$ cat config.mk
export PLATFORM = sky130hd
export DESIGN_NAME = cdb_arbiter
export DESIGN_NICKNAME = d
export VERILOG_FILES = /design/src/rtl/cdb_arbiter_pkg.sv /design/src/rtl/cdb_arbiter_rr.sv /design/src/rtl/cdb_arbiter.sv
export SDC_FILE = /design/constraint.sdc
export NUM_CORES = 1
export LEC_CHECK = 0
export CORE_MARGIN = 2
export CORE_UTILIZATION = 40
export DETAILED_ROUTE_END_ITERATION = 7
export PLACE_DENSITY = 0.82
export RECOVER_POWER = 100
export SYNTH_ARGS = -nofsm -noshare
export SYNTH_HDL_FRONTEND = slang
export SYNTH_SLANG_ARGS = --single-unit
export TNS_END_PERCENT = 100
$ cat constraint.sdc
create_clock -name clk -period 9.5 [get_ports clk]
set_input_delay 2.85 -clock clk [delete_from_list [all_inputs] [get_ports clk]]
set_output_delay 2.85 -clock clk [all_outputs]
set_load 0.01 [all_outputs]
$ cat src/rtl/cdb_arbiter_pkg.sv
// -----------------------------------------------------------------------------
// cdb_arbiter_pkg
// Shared definitions for the common data bus arbiter: default field widths,
// the FU id encoding driven onto cdb_fu_id, and small helpers for the
// three-way round-robin search.
// -----------------------------------------------------------------------------
package cdb_arbiter_pkg;

  localparam int NUM_FU     = 3;
  localparam int TAG_W_DEF  = 6;
  localparam int ROB_W_DEF  = 6;
  localparam int DATA_W_DEF = 32;

  // FU id encoding shared with the reservation station.
  typedef enum logic [1:0] {
    FU1_ID = 2'd0,
    FU2_ID = 2'd1,
    FU3_ID = 2'd2
  } fu_id_e;

  // Slot visited at search offset 'off' when the search starts at 'ptr'.
  // 'ptr' is always 0..2, so one conditional subtract gives the modulo-3 result.
  function automatic logic [1:0] rr_slot(input logic [1:0] ptr, input logic [1:0] off);
    logic [2:0] s;
    s = {1'b0, ptr} + {1'b0, off};
    if (s >= 3'd3) s = s - 3'd3;
    return s[1:0];
  endfunction

  // Encode a one-hot grant as an FU id; an empty grant maps to FU1_ID.
  function automatic fu_id_e grant_to_id(input logic [2:0] grant);
    fu_id_e id;
    id = FU1_ID;
    if (grant[1]) id = FU2_ID;
    if (grant[2]) id = FU3_ID;
    return id;
  endfunction

  // Pointer value after a grant: the slot just past the winner, wrapping 2 -> 0.
  function automatic logic [1:0] ptr_after(input logic [2:0] grant);
    fu_id_e id;
    id = grant_to_id(grant);
    return (id == FU3_ID) ? 2'd0 : 2'(id) + 2'd1;
  endfunction

endpackage

$ cat src/rtl/cdb_arbiter_rr.sv
// -----------------------------------------------------------------------------
// rr_arbiter3
// Three-requester round-robin arbiter with its own rotating pointer.
// Ports:
//   clk    in   rising-edge clock
//   reset  in   synchronous active-high; pointer returns to slot 0
//   en     in   arbitration enable; no grant and pointer hold when low
//   req    in   [2:0] request per slot
//   grant  out  [2:0] one-hot grant (combinational)
// -----------------------------------------------------------------------------
module rr_arbiter3
  import cdb_arbiter_pkg::*;
(
  input  logic       clk,
  input  logic       reset,
  input  logic       en,
  input  logic [2:0] req,
  output logic [2:0] grant
);

  logic [1:0] r_ptr;

  // Search begins at r_ptr; the first requesting slot wins.
  always_comb begin
    logic       w_found;
    logic [1:0] w_idx;
    grant   = 3'b000;
    w_found = 1'b0;
    w_idx   = 2'd0;
    if (en) begin
      for (int off = 0; off < NUM_FU; off++) begin
        w_idx = rr_slot(r_ptr, 2'(off));
        if (!w_found && req[w_idx]) begin
          grant[w_idx] = 1'b1;
          w_found      = 1'b1;
        end
      end
    end
  end

  // Pointer only advances on an actual grant, so it never leaves 0..2.
  always_ff @(posedge clk) begin
    if (reset) begin
      r_ptr <= 2'd0;
    end else if (|grant) begin
      r_ptr <= ptr_after(grant);
    end
  end

endmodule

$ cat src/rtl/cdb_arbiter.sv
// -----------------------------------------------------------------------------
// cdb_arbiter
// Shares the common data bus between three functional units. Each FU owns a
// one-entry result buffer; full buffers are granted round-robin and the winner
// is broadcast combinationally as {rd_tag, rob_num, value} to the RS and ROB.
// Ports:
//   clk, reset     clock, synchronous active-high reset
//   flush          mispredict flush; drops every buffered result
//   fu_valid[2:0]  FU(i+1) presents a result
//   fu_rd_tag      3 x TAG_W  destination tags, slice i = FU(i+1)
//   fu_rob_num     3 x ROB_W  ROB indices,     slice i = FU(i+1)
//   fu_value       3 x DATA_W results,         slice i = FU(i+1)
//   fu_ready[2:0]  buffer i accepts this cycle (combinational)
//   cdb_ready      ROB/RS can take a broadcast this cycle
//   cdb_valid      broadcast valid
//   cdb_rd_tag / cdb_rob_num / cdb_value  broadcast payload, zero when idle
//   cdb_fu_id      granted FU, 0..2 = FU1..FU3, zero when idle
// -----------------------------------------------------------------------------
module cdb_arbiter
  import cdb_arbiter_pkg::*;
#(
  parameter int TAG_W  = TAG_W_DEF,
  parameter int ROB_W  = ROB_W_DEF,
  parameter int DATA_W = DATA_W_DEF
) (
  input  logic                  clk,
  input  logic                  reset,
  input  logic                  flush,
  input  logic [2:0]            fu_valid,
  input  logic [3*TAG_W-1:0]    fu_rd_tag,
  input  logic [3*ROB_W-1:0]    fu_rob_num,
  input  logic [3*DATA_W-1:0]   fu_value,
  output logic [2:0]            fu_ready,
  input  logic                  cdb_ready,
  output logic                  cdb_valid,
  output logic [TAG_W-1:0]      cdb_rd_tag,
  output logic [ROB_W-1:0]      cdb_rob_num,
  output logic [DATA_W-1:0]     cdb_value,
  output logic [1:0]            cdb_fu_id
);

  logic [2:0]        w_buf_v;
  logic [2:0]        w_grant;
  logic [2:0]        w_fu_ready;
  logic [TAG_W-1:0]  w_tag [NUM_FU];
  logic [ROB_W-1:0]  w_rob [NUM_FU];
  logic [DATA_W-1:0] w_val [NUM_FU];
  logic              w_arb_en;
  logic              w_bcast;

  // Flush and reset suppress the grant itself, so a pending winner is dropped
  // rather than broadcast and the pointer does not move.
  assign w_arb_en = cdb_ready & ~flush & ~reset;

  rr_arbiter3 u_arb (
    .clk   (clk),
    .reset (reset),
    .en    (w_arb_en),
    .req   (w_buf_v),
    .grant (w_grant)
  );

  generate
    for (genvar g = 0; g < NUM_FU; g++) begin : g_slice
      logic              r_v;
      logic [TAG_W-1:0]  r_tag;
      logic [ROB_W-1:0]  r_rob;
      logic [DATA_W-1:0] r_val;
      logic              w_xfer;

      // A buffer being granted this cycle frees up in time to take a new result.
      assign w_fu_ready[g] = ~reset & ~flush & (~r_v | w_grant[g]);
      assign w_xfer        = fu_valid[g] & w_fu_ready[g];

      always_ff @(posedge clk) begin
        if (reset) begin
          r_v <= 1'b0;
        end else if (flush) begin
          r_v <= 1'b0;
        end else if (w_xfer) begin
          r_v <= 1'b1;
        end else if (w_grant[g]) begin
          r_v <= 1'b0;
        end
      end

      // Payload registers carry no reset; r_v qualifies them.
      always_ff @(posedge clk) begin
        if (w_xfer) begin
          r_tag <= fu_rd_tag[g*TAG_W +: TAG_W];
          r_rob <= fu_rob_num[g*ROB_W +: ROB_W];
          r_val <= fu_value[g*DATA_W +: DATA_W];
        end
      end

      assign w_buf_v[g] = r_v;
      assign w_tag[g]   = r_tag;
      assign w_rob[g]   = r_rob;
      assign w_val[g]   = r_val;
    end
  endgenerate

  assign fu_ready = w_fu_ready;
  assign w_bcast  = (|w_grant) & ~flush;

  // Output mux: payload is forced to zero whenever nothing is broadcast.
  always_comb begin
    cdb_valid   = w_bcast;
    cdb_rd_tag  = '0;
    cdb_rob_num = '0;
    cdb_value   = '0;
    cdb_fu_id   = 2'd0;
    if (w_bcast) begin
      for (int i = 0; i < NUM_FU; i++) begin
        if (w_grant[i]) begin
          cdb_rd_tag  = w_tag[i];
          cdb_rob_num = w_rob[i];
          cdb_value   = w_val[i];
        end
      end
      cdb_fu_id = 2'(grant_to_id(w_grant));
    end
  end

endmodule

* Word-level counts from Yosys, hierarchy flattened
Cells that the tools add are included.
Word-level totals: word-level logic and storage cells 113, input bits 139, register bits 137
Operators by class: reduce and logical (&&, ||, !) cells 12, $lt $le $gt $ge 9, eq/ne operators 1, mux-type cells 52, add/subtract/negate cells 6, bitwise gates (word level) 20
Operators by type and width (number):
- 32-bit 2-to-1 mux | 4
- 6-bit 2-to-1 mux | 8
- 2-bit 2-to-1 mux | 11
- 3-bit 2-to-1 mux | 6
- 1-bit 2-to-1 mux | 17
- 1-bit bitwise AND | 10
- 2-bit by 3-bit < comparator with 1-bit output (second input constant) | 3
- 1-bit binary-select mux with 2-bit select | 3
- 1-bit demux with 2-bit select | 3
- 2-bit by 1-bit greater-or-equal comparator with 1-bit output (second input constant) | 3
- 3-bit by 2-bit greater-or-equal comparator with 1-bit output (second input constant) | 2
- 3-bit OR | 2
- 2-bit nonzero test | 3
- 2-bit subtractor (second input constant) | 3
- 1-bit logical AND | 5
- 1-bit NOT | 5
- 2-bit by 1-bit adder with 3-bit output (second input constant) | 1
- 2-bit by 2-bit adder with 3-bit output (second input constant) | 1
- 1-bit OR | 3
- 3-bit OR reduction | 1
- 2-bit by 1-bit adder with 2-bit output (second input constant) | 1
- 2-bit == test (second input constant) | 1
- 2-bit greater-or-equal comparator (second input constant) | 1
- 1-bit zero test | 2
- 2-bit OR reduction | 1

* Logic depth before layout (Yosys ltp)
Gate-level depths: netlist of run 1.
depth in word-level cells 22, gate-level depth with buffers 12, depth with buffers taken out 10

* Hierarchy
From an unflattened synthesis of run 1, not the netlist that was laid out.
Second synthesis, totals: cells, all modules 363, area, all modules 6043.3 um^2
Modules (own cells, without submodules):
- cdb_arbiter | cells each 312, instances 1, area each 5630.4 um^2, seq. area each 4023.9 um^2
- rr_arbiter3 | cells each 51, instances 1, area each 412.9 um^2, seq. area each 40.0 um^2

* Least setup slack after synthesis of run 1
Ideal clock, no wire load.
kind input to output, start input flush, end output cdb_rd_tag[0], data required time 6.650 ns, setup slack 2.215 ns, stages on the path 7, data arrival time 4.435 ns, cells stage by stage nor3b_2 nand2_1 nor3_1 a221oi_4 nor3b_4 buf_6 a221o_1
Between the ends: word-level cells in the longest chain between the ends 8
RTL lines:
- start: declaration | line cdb_arbiter.sv:28 | input logic flush,
- 1-bit NOT * | line cdb_arbiter.sv:53, cdb_arbiter.sv:104
- 1-bit bitwise AND (2 in series) | line cdb_arbiter.sv:53 | assign w_arb_en = cdb_ready & ~flush & ~reset;
- 3-bit 2-to-1 mux | line cdb_arbiter_rr.sv:30 | if (en) begin
- 6-bit 2-to-1 mux (3 in series) | line cdb_arbiter.sv:115 | if (w_grant[i]) begin
- 6-bit 2-to-1 mux * | line cdb_arbiter.sv:113 | if (w_bcast) begin
- end: declaration | line cdb_arbiter.sv:36 | output logic [TAG_W-1:0] cdb_rd_tag,
Mark *: on every way between the ends. The rest lies on a longest branch, timed or not.

* Worst setup path in the final report of run 1
start input reset, end output cdb_value[27]
Between the ends: word-level cells in the longest chain between the ends 7
RTL lines:
- start: declaration | line cdb_arbiter.sv:27 | input logic reset,
- 1-bit NOT * | line cdb_arbiter.sv:53
- 1-bit bitwise AND * | line cdb_arbiter.sv:53
- 3-bit 2-to-1 mux * | line cdb_arbiter_rr.sv:30
- 32-bit 2-to-1 mux (3 in series) | line cdb_arbiter.sv:115
- 32-bit 2-to-1 mux * | line cdb_arbiter.sv:113
- end: declaration | line cdb_arbiter.sv:38 | output logic [DATA_W-1:0] cdb_value,
Marks and branches as above.

==> results_dict.tcl, run 1 <==
set metrics [dict create \
    peakVddDrop_mv 0.1078 \
    layout.cells.non_filler 692 \
    grt_setup_unrepaired "no" \
    synthTopCellsByCount "edfxtp_1, a221o_1, and2_0, buf_6, nor2_1" \
    ios 189 \
    crit_slowest_cell "dlygate4sd3_1" \
    syn_inst 307 \
    yosysMostFrequentCell "edfxtp_1" \
    setup_tns_ns 0 \
    worstSetupPathType "in2out" \
    cpMostUsedCell "dlygate4sd3_1" \
    cts-root-buf "clkbuf_16" \
    async_reset_ff_frac 0 \
    fin_nets 646 \
    synthToLayoutAreaGrowth_pct 47.81 \
    die_area_um2 14500 \
    skew_ns 0.005450 \
    hold_buffers 0 \
    reg2reg_slack_ns 4.94 \
    p_int_mw 1.172 \
    crit_buf_inv 3 \
    worstRegToRegCells 8 \
    finalHoldViolCount 0 \
    critical_path_arrival_ns 6.08 \
    worst_slew_pin_slew_ns 2.885 \
    ys_warn_count 0 \
    pre_cts_ws_ns 0.6575 \
    pwr-share-comb 0.059 \
    dr.pass1.iters 4 \
    ys_seq_area_frac 0.7498 \
    track_usage 0.1943 \
    worst_r2r_endpoint "g_slice[1].r_val[15]$_DFFE_PP_" \
    crit_family "buffers and inverters" \
    min-delay-start "g_slice[1].r_v$_SDFFE_PP0P_" \
    power.density_nw_per_um2 181.0 \
    fmax_ghz 0.1119 \
    cp-endpoint "cdb_value[27]" \
    clkTransAtPathRegs_ns 0.05 \
    drc_errors 0 \
    crit_cells 9 \
    total_leakage_power_nw 2.922 \
    route.detailed.wl_per_inst_um 19.68 \
    yosysTopAreaCellShare 0.7313 \
    layout_min_cycle_time_ns 8.934 \
    worst_skew_pair.late_latency_ns 0.41 \
    dp_cells 660 \
    cp_max_fo 44 \
    hold_slack_ns 0.6532 \
    worst_slack_ns 0.5665 \
    synth.distinct_cells 41 \
    gp_congestion 0.8599 \
    post_cts_buffers 0 \
    layout-drive-gt1-share 0.08155 \
    cts_buffer_depth 2 \
    fp.dieW_um 120.4 \
    switching_share 0.1918 \
    maxCapViolations 3 \
    synth_seq_cells 137 \
    violations "capacitance limit, slew limit" \
    synth_ff_type "edfxtp_1" \
    grt_first_pass_wirelength_um 20930 \
    htreeDepth 4 \
    dpl.hpwl_um 9015 \
    utilization 0.6050 \
    port_buffers 188 \
    synth_edf_count 132 \
    power_frac_seq 0.476 \
    synth_area_leader_cell "edfxtp_1" \
    grt_pass1_vias 3908 \
    r2r-start "u_arb.r_ptr[0]$_SDFFE_PP0P_" \
    cp.required_ns 6.65 \
    grt_overflow 0 \
    cp_cell_sequence "dlygate4sd3_1 > nor3b_2 > nand2_1 > nor3_1 > a221oi_1 > nor3b_4 > buf_4 > a221o_1 > dlygate4sd3_1" \
    fp.dieH_um 120.4 \
    hold_path_class "reg2reg" \
    finalCritPeriodShare 0.9404 \
    cts_tree "yes" \
    grt_max_degree 47 \
    viasPerCell 5.124 \
    synth_fp_nets 450 \
    synth.area.top_cells "edfxtp_1, a221o_1, and2_0" \
    totalWireLength_um 13620 \
    outcome "finished, violations left" \
    drt.antenna.violating_nets 0 \
    p_sw_mw 0.2781 \
    num_vias 3546 \
    coreArea_um2 13240 \
    clkPwrFrac 0.466 \
    clkSinkCount 137 \
    start_kind "input pin" \
    syn-cell-area_um2 5420 \
    crit_start "reset" \
    slew_headroom -0.9231 \
    drt-initial-drc-count 263 \
    std_cell_rows 42 \
    antenna_found_initial 1 \
    setup_viol 0 \
    syn_avg_cell_area_um2 17.66 \
    crit_path_max_incr_delay_ns 0.64 \
    start_util 0.4093 \
    ctsResizeCount 0 \
    maxSlewViolCount 135 \
    cts_buffers 17 \
    end_kind "output pin" \
]
sequential cells by signal (all words and copies together), names as in the netlist:
| signal | count |
|---|---|
| g_slice.r_tag | 18 |
| g_slice.r_rob | 18 |
| u_arb.r_ptr | 2 |
| g_slice.r_v | 3 |
| g_slice.r_val | 96 |
final cells by class:
cell class	count	area [um2]
antenna	1	2.502
clock buffer	18	429.2
clock inverter	13	178.9
fill	1018	5231
inverter	5	21.27
multi-input combinational	150	1179
sequential	137	4064
tap	176	220.2
timing repair buffer	192	1917
worst register-to-register path, delay by kind of cell, from the launching register on:
family	cells	cell delay [ns]
DFF	1	0.35
AOI/OAI and AO/OA	4	1.00
buffers and inverters	2	2.13
and+or+nand+nor	1	0.17
adders and majority gates	1	0.44
routing by layer:
metal  wire (um)  GRT usage  vias up
li1            -          -     1622
met1        5211     0.2238     1736
met2        7217     0.3340      163
met3         887    0.06132       25
met5           0          0        -
met4         302    0.08212        0
through the flow:
stage	power (mW)	area, um2
after floorplan	0.7243	5420
after global placement	0.7959	7427
after detailed placement	0.8004	7427
after CTS	1.474	8035
after global routing	1.492	8011
final	1.450	8011
layout by cell type (no fill, tap or decap), types with 3 or more instances in the layout:
cell type,n
nor2_1,8
edfxtp_1,132
nand2b_1,3
clkbuf_16,17
inv_1,4
clkinvlp_4,3
ha_1,4
dlygate4sd3_1,181
a21oi_1,5
bufinv_16,4
dfxtp_1,5
clkinv_2,3
o21ai_0,5
a221o_1,44
clkdlybuf4s50_1,7
nor2b_1,4
clkbuf_1,3
and2_0,45
power groups by stage:
| stage | sequential (mW) | combinational, mW | clock [mW] |
|---|---|---|---|
| 2_1_floorplan | 0.699 | 0.0252 | 0 |
| 3_3_place_gp | 0.700 | 0.0961 | 0 |
| 3_5_place_dp | 0.701 | 0.0995 | 0 |
| 4_1_cts | 0.688 | 0.100 | 0.685 |
| 5_1_grt | 0.691 | 0.0919 | 0.709 |
| 6_report | 0.689 | 0.0855 | 0.675 |
cells by family after synthesis:
group                    share of synthesized area
AO/OA/AOI/OAI                               0.1097
buffers and inverters                      0.03209
multiplexers                              0.006463
adder cells (fa/ha/maj)                   0.009234
AND/OR/NAND/NOR                            0.09280
flip-flops                                  0.7498
how the worst min path moves through the flow:
stage / end / slack [ns] / depth (start not counted)
after floorplan: g_slice[1].r_v$_SDFFE_PP0P_ / 0.55 / 2
after global placement: g_slice[1].r_v$_SDFFE_PP0P_ / 0.60 / 2
after detailed placement: g_slice[1].r_v$_SDFFE_PP0P_ / 0.65 / 2
after CTS: g_slice[1].r_v$_SDFFE_PP0P_ / 0.65 / 2
after global routing: g_slice[1].r_v$_SDFFE_PP0P_ / 0.67 / 2
final: g_slice[1].r_v$_SDFFE_PP0P_ / 0.65 / 2
No activity file was read; power rests on OpenSTA's default activity.
==> run 2, diff against run 1 <==
- clock period: 9.5 -> 9.4 ns (I/O delays scaled with it)
==> run 2 against run 1 <==
The run still ends with capacitance limit, slew limit left. Combinational power grew 2%. Worst setup slack lost 0.094 ns. Final area shrank 0.52%. Die area is the same. Clock skew grew 0.0028 ns. Largest power group unchanged. Register-to-register slack lost 0.14 ns. Clock-buffer cell count shrank 1. Final cell count grew 0.29%.
==> results_dict.tcl, run 2 (synthesis results as in run 1) <==
set metrics [dict create \
    outcome "finished, violations left" \
    violations "capacitance limit, slew limit" \
    std_cell_rows 42 \
    post_cts_buffers 0 \
    antenna_found_initial 1 \
    start_util 0.4093 \
    slew_headroom -0.9220 \
    drt-initial-drc-count 200 \
    setup_tns_ns 0 \
    finalHoldViolCount 0 \
    dpl.hpwl_um 8919 \
    ctsResizeCount 0 \
    hold_path_class "reg2reg" \
    gp_congestion 0.8050 \
    crit_slowest_cell "a221oi_1" \
    viasPerCell 5.107 \
    busiest_layer "met2" \
    top_regs "g_slice.r_val: 96 flops, g_slice.r_rob: 18 flops, g_slice.r_tag: 18 flops" \
    crit_path_max_incr_delay_ns 0.78 \
    synthToLayoutAreaGrowth_pct 47.05 \
    worst_skew_pair.late_latency_ns 0.41 \
    dpl-instance-area_um2 7422 \
    cp_max_fo 23 \
    grt_max_degree 47 \
    drc_errors 0 \
    port_buffers 188 \
    worst_slew_pin_slew_ns 2.883 \
    met1_usage 0.2083 \
    worstSetupPathType "in2out" \
    fin_nets 647 \
    top_register "g_slice.r_val" \
    largest_reg_flops 96 \
    setup_viol 0 \
    start_kind "input pin" \
    grt_setup_unrepaired "no" \
    utilization 0.6019 \
    end_kind "output pin" \
    fmax_ghz 0.1120 \
    grt_first_pass_wirelength_um 20670 \
    htreeDepth 4 \
    skew_ns 0.008240 \
    layout-drive-gt1-share 0.08704 \
    mostFrequentLayoutCells "dlygate4sd3_1, edfxtp_1, clkdlybuf4s50_1" \
    clkTransAtPathRegs_ns 0.06 \
    grt_overflow 0 \
    cp.required_ns 6.58 \
    dr.pass1.iters 4 \
    fp.dieW_um 120.4 \
    finalCritPeriodShare 0.9497 \
    crit_family "buffers and inverters" \
    track_usage 0.1915 \
    power.density_nw_per_um2 178.9 \
    crit_buf_inv 3 \
    layout_min_cycle_time_ns 8.928 \
    clkSinkCount 137 \
    layout.cells.non_filler 694 \
    cts_tree "yes" \
    p_total_mw 1.426 \
    hold_buffers 0 \
    die_area_um2 14500 \
    coreArea_um2 13240 \
    postLayoutCellArea_um2 7970 \
    maxSlewViolCount 135 \
    layout_commonest_cell "dlygate4sd3_1" \
    fp.dieH_um 120.4 \
    totalWireLength_um 13650 \
    cts_buffers 17 \
    grt_pass1_vias 3938 \
    dp_cells 661 \
    ios 189 \
    met2_usage 0.3383 \
    cts-root-buf "clkbuf_16" \
    peakVddDrop_mv 0.1481 \
    cts_buffer_depth 2 \
    critical_path_arrival_ns 6.11 \
    num_vias 3544 \
    route.detailed.wl_per_inst_um 19.66 \
    cp_cell_sequence "dlygate4sd3_1 > nor3b_2 > and4_1 > a221oi_1 > nor3b_4 > clkbuf_2 > a221o_1 > clkdlybuf4s50_1" \
    maxCapViolations 3 \
    use_met3 0.06462 \
    drt.antenna.violating_nets 0 \
    total_leakage_power_nw 2.758 \
]
## run 2: layer usage
metal,wire length [um],share of wire
met5,0,0
met4,237,0.017
met3,872,0.064
met2,7467,0.55
met1,5070,0.37
## run 2: stage by stage
stage                     worst slack (ns)  hold slack, ns
after CTS                           0.7168          0.6348
final                               0.4724          0.6400
after detailed placement            0.7296          0.6248
after global routing                0.3143          0.6977
after global placement              0.9087          0.6082
after floorplan                      2.175          0.5498
## run 2: worst reg2reg max path, cell delays in order (launching register included)
cell and delay (ns):
dfxtp_1 0.33, inv_1 0.11, ha_1 0.31, mux2_4 0.34
nor4b_2 0.26, a22o_1 0.19, a221oi_1 0.18, and2_0 0.31
nor2_4 0.12, clkbuf_1 1.94
## run 2: path summary, 6_finish.rpt
check | start | end | slack, ns | cells past startpoint
max | reset | cdb_value[31] | 0.47 | 8
min reg2reg | g_slice[1].r_v$_SDFFE_PP0P_ | g_slice[1].r_v$_SDFFE_PP0P_ | 0.64 | 2
max reg2reg | u_arb.r_ptr[0]$_SDFFE_PP0P_ | g_slice[0].r_val[31]$_DFFE_PP_ | 4.80 | 9
min | g_slice[1].r_v$_SDFFE_PP0P_ | g_slice[1].r_v$_SDFFE_PP0P_ | 0.64 | 2
## run 2: cell type report
class	instances	area [um2]
Inverter	5	21.27
Tap cell	176	220.2
Fill cell	1025	5273
Multi-Input combinational cell	150	1179
Antenna cell	1	2.502
Clock buffer	17	425.4
Sequential cell	137	4064
Timing Repair Buffer	193	1907
Clock inverter	15	151.4
## run 2: power by group
group | total (mW) | internal [mW] | switching, mW
Sequential | 0.697 | 0.691 | 0.00558
Combinational | 0.0870 | 0.0540 | 0.0330
Clock | 0.642 | 0.390 | 0.252
Total | 1.43 | 1.13 | 0.291
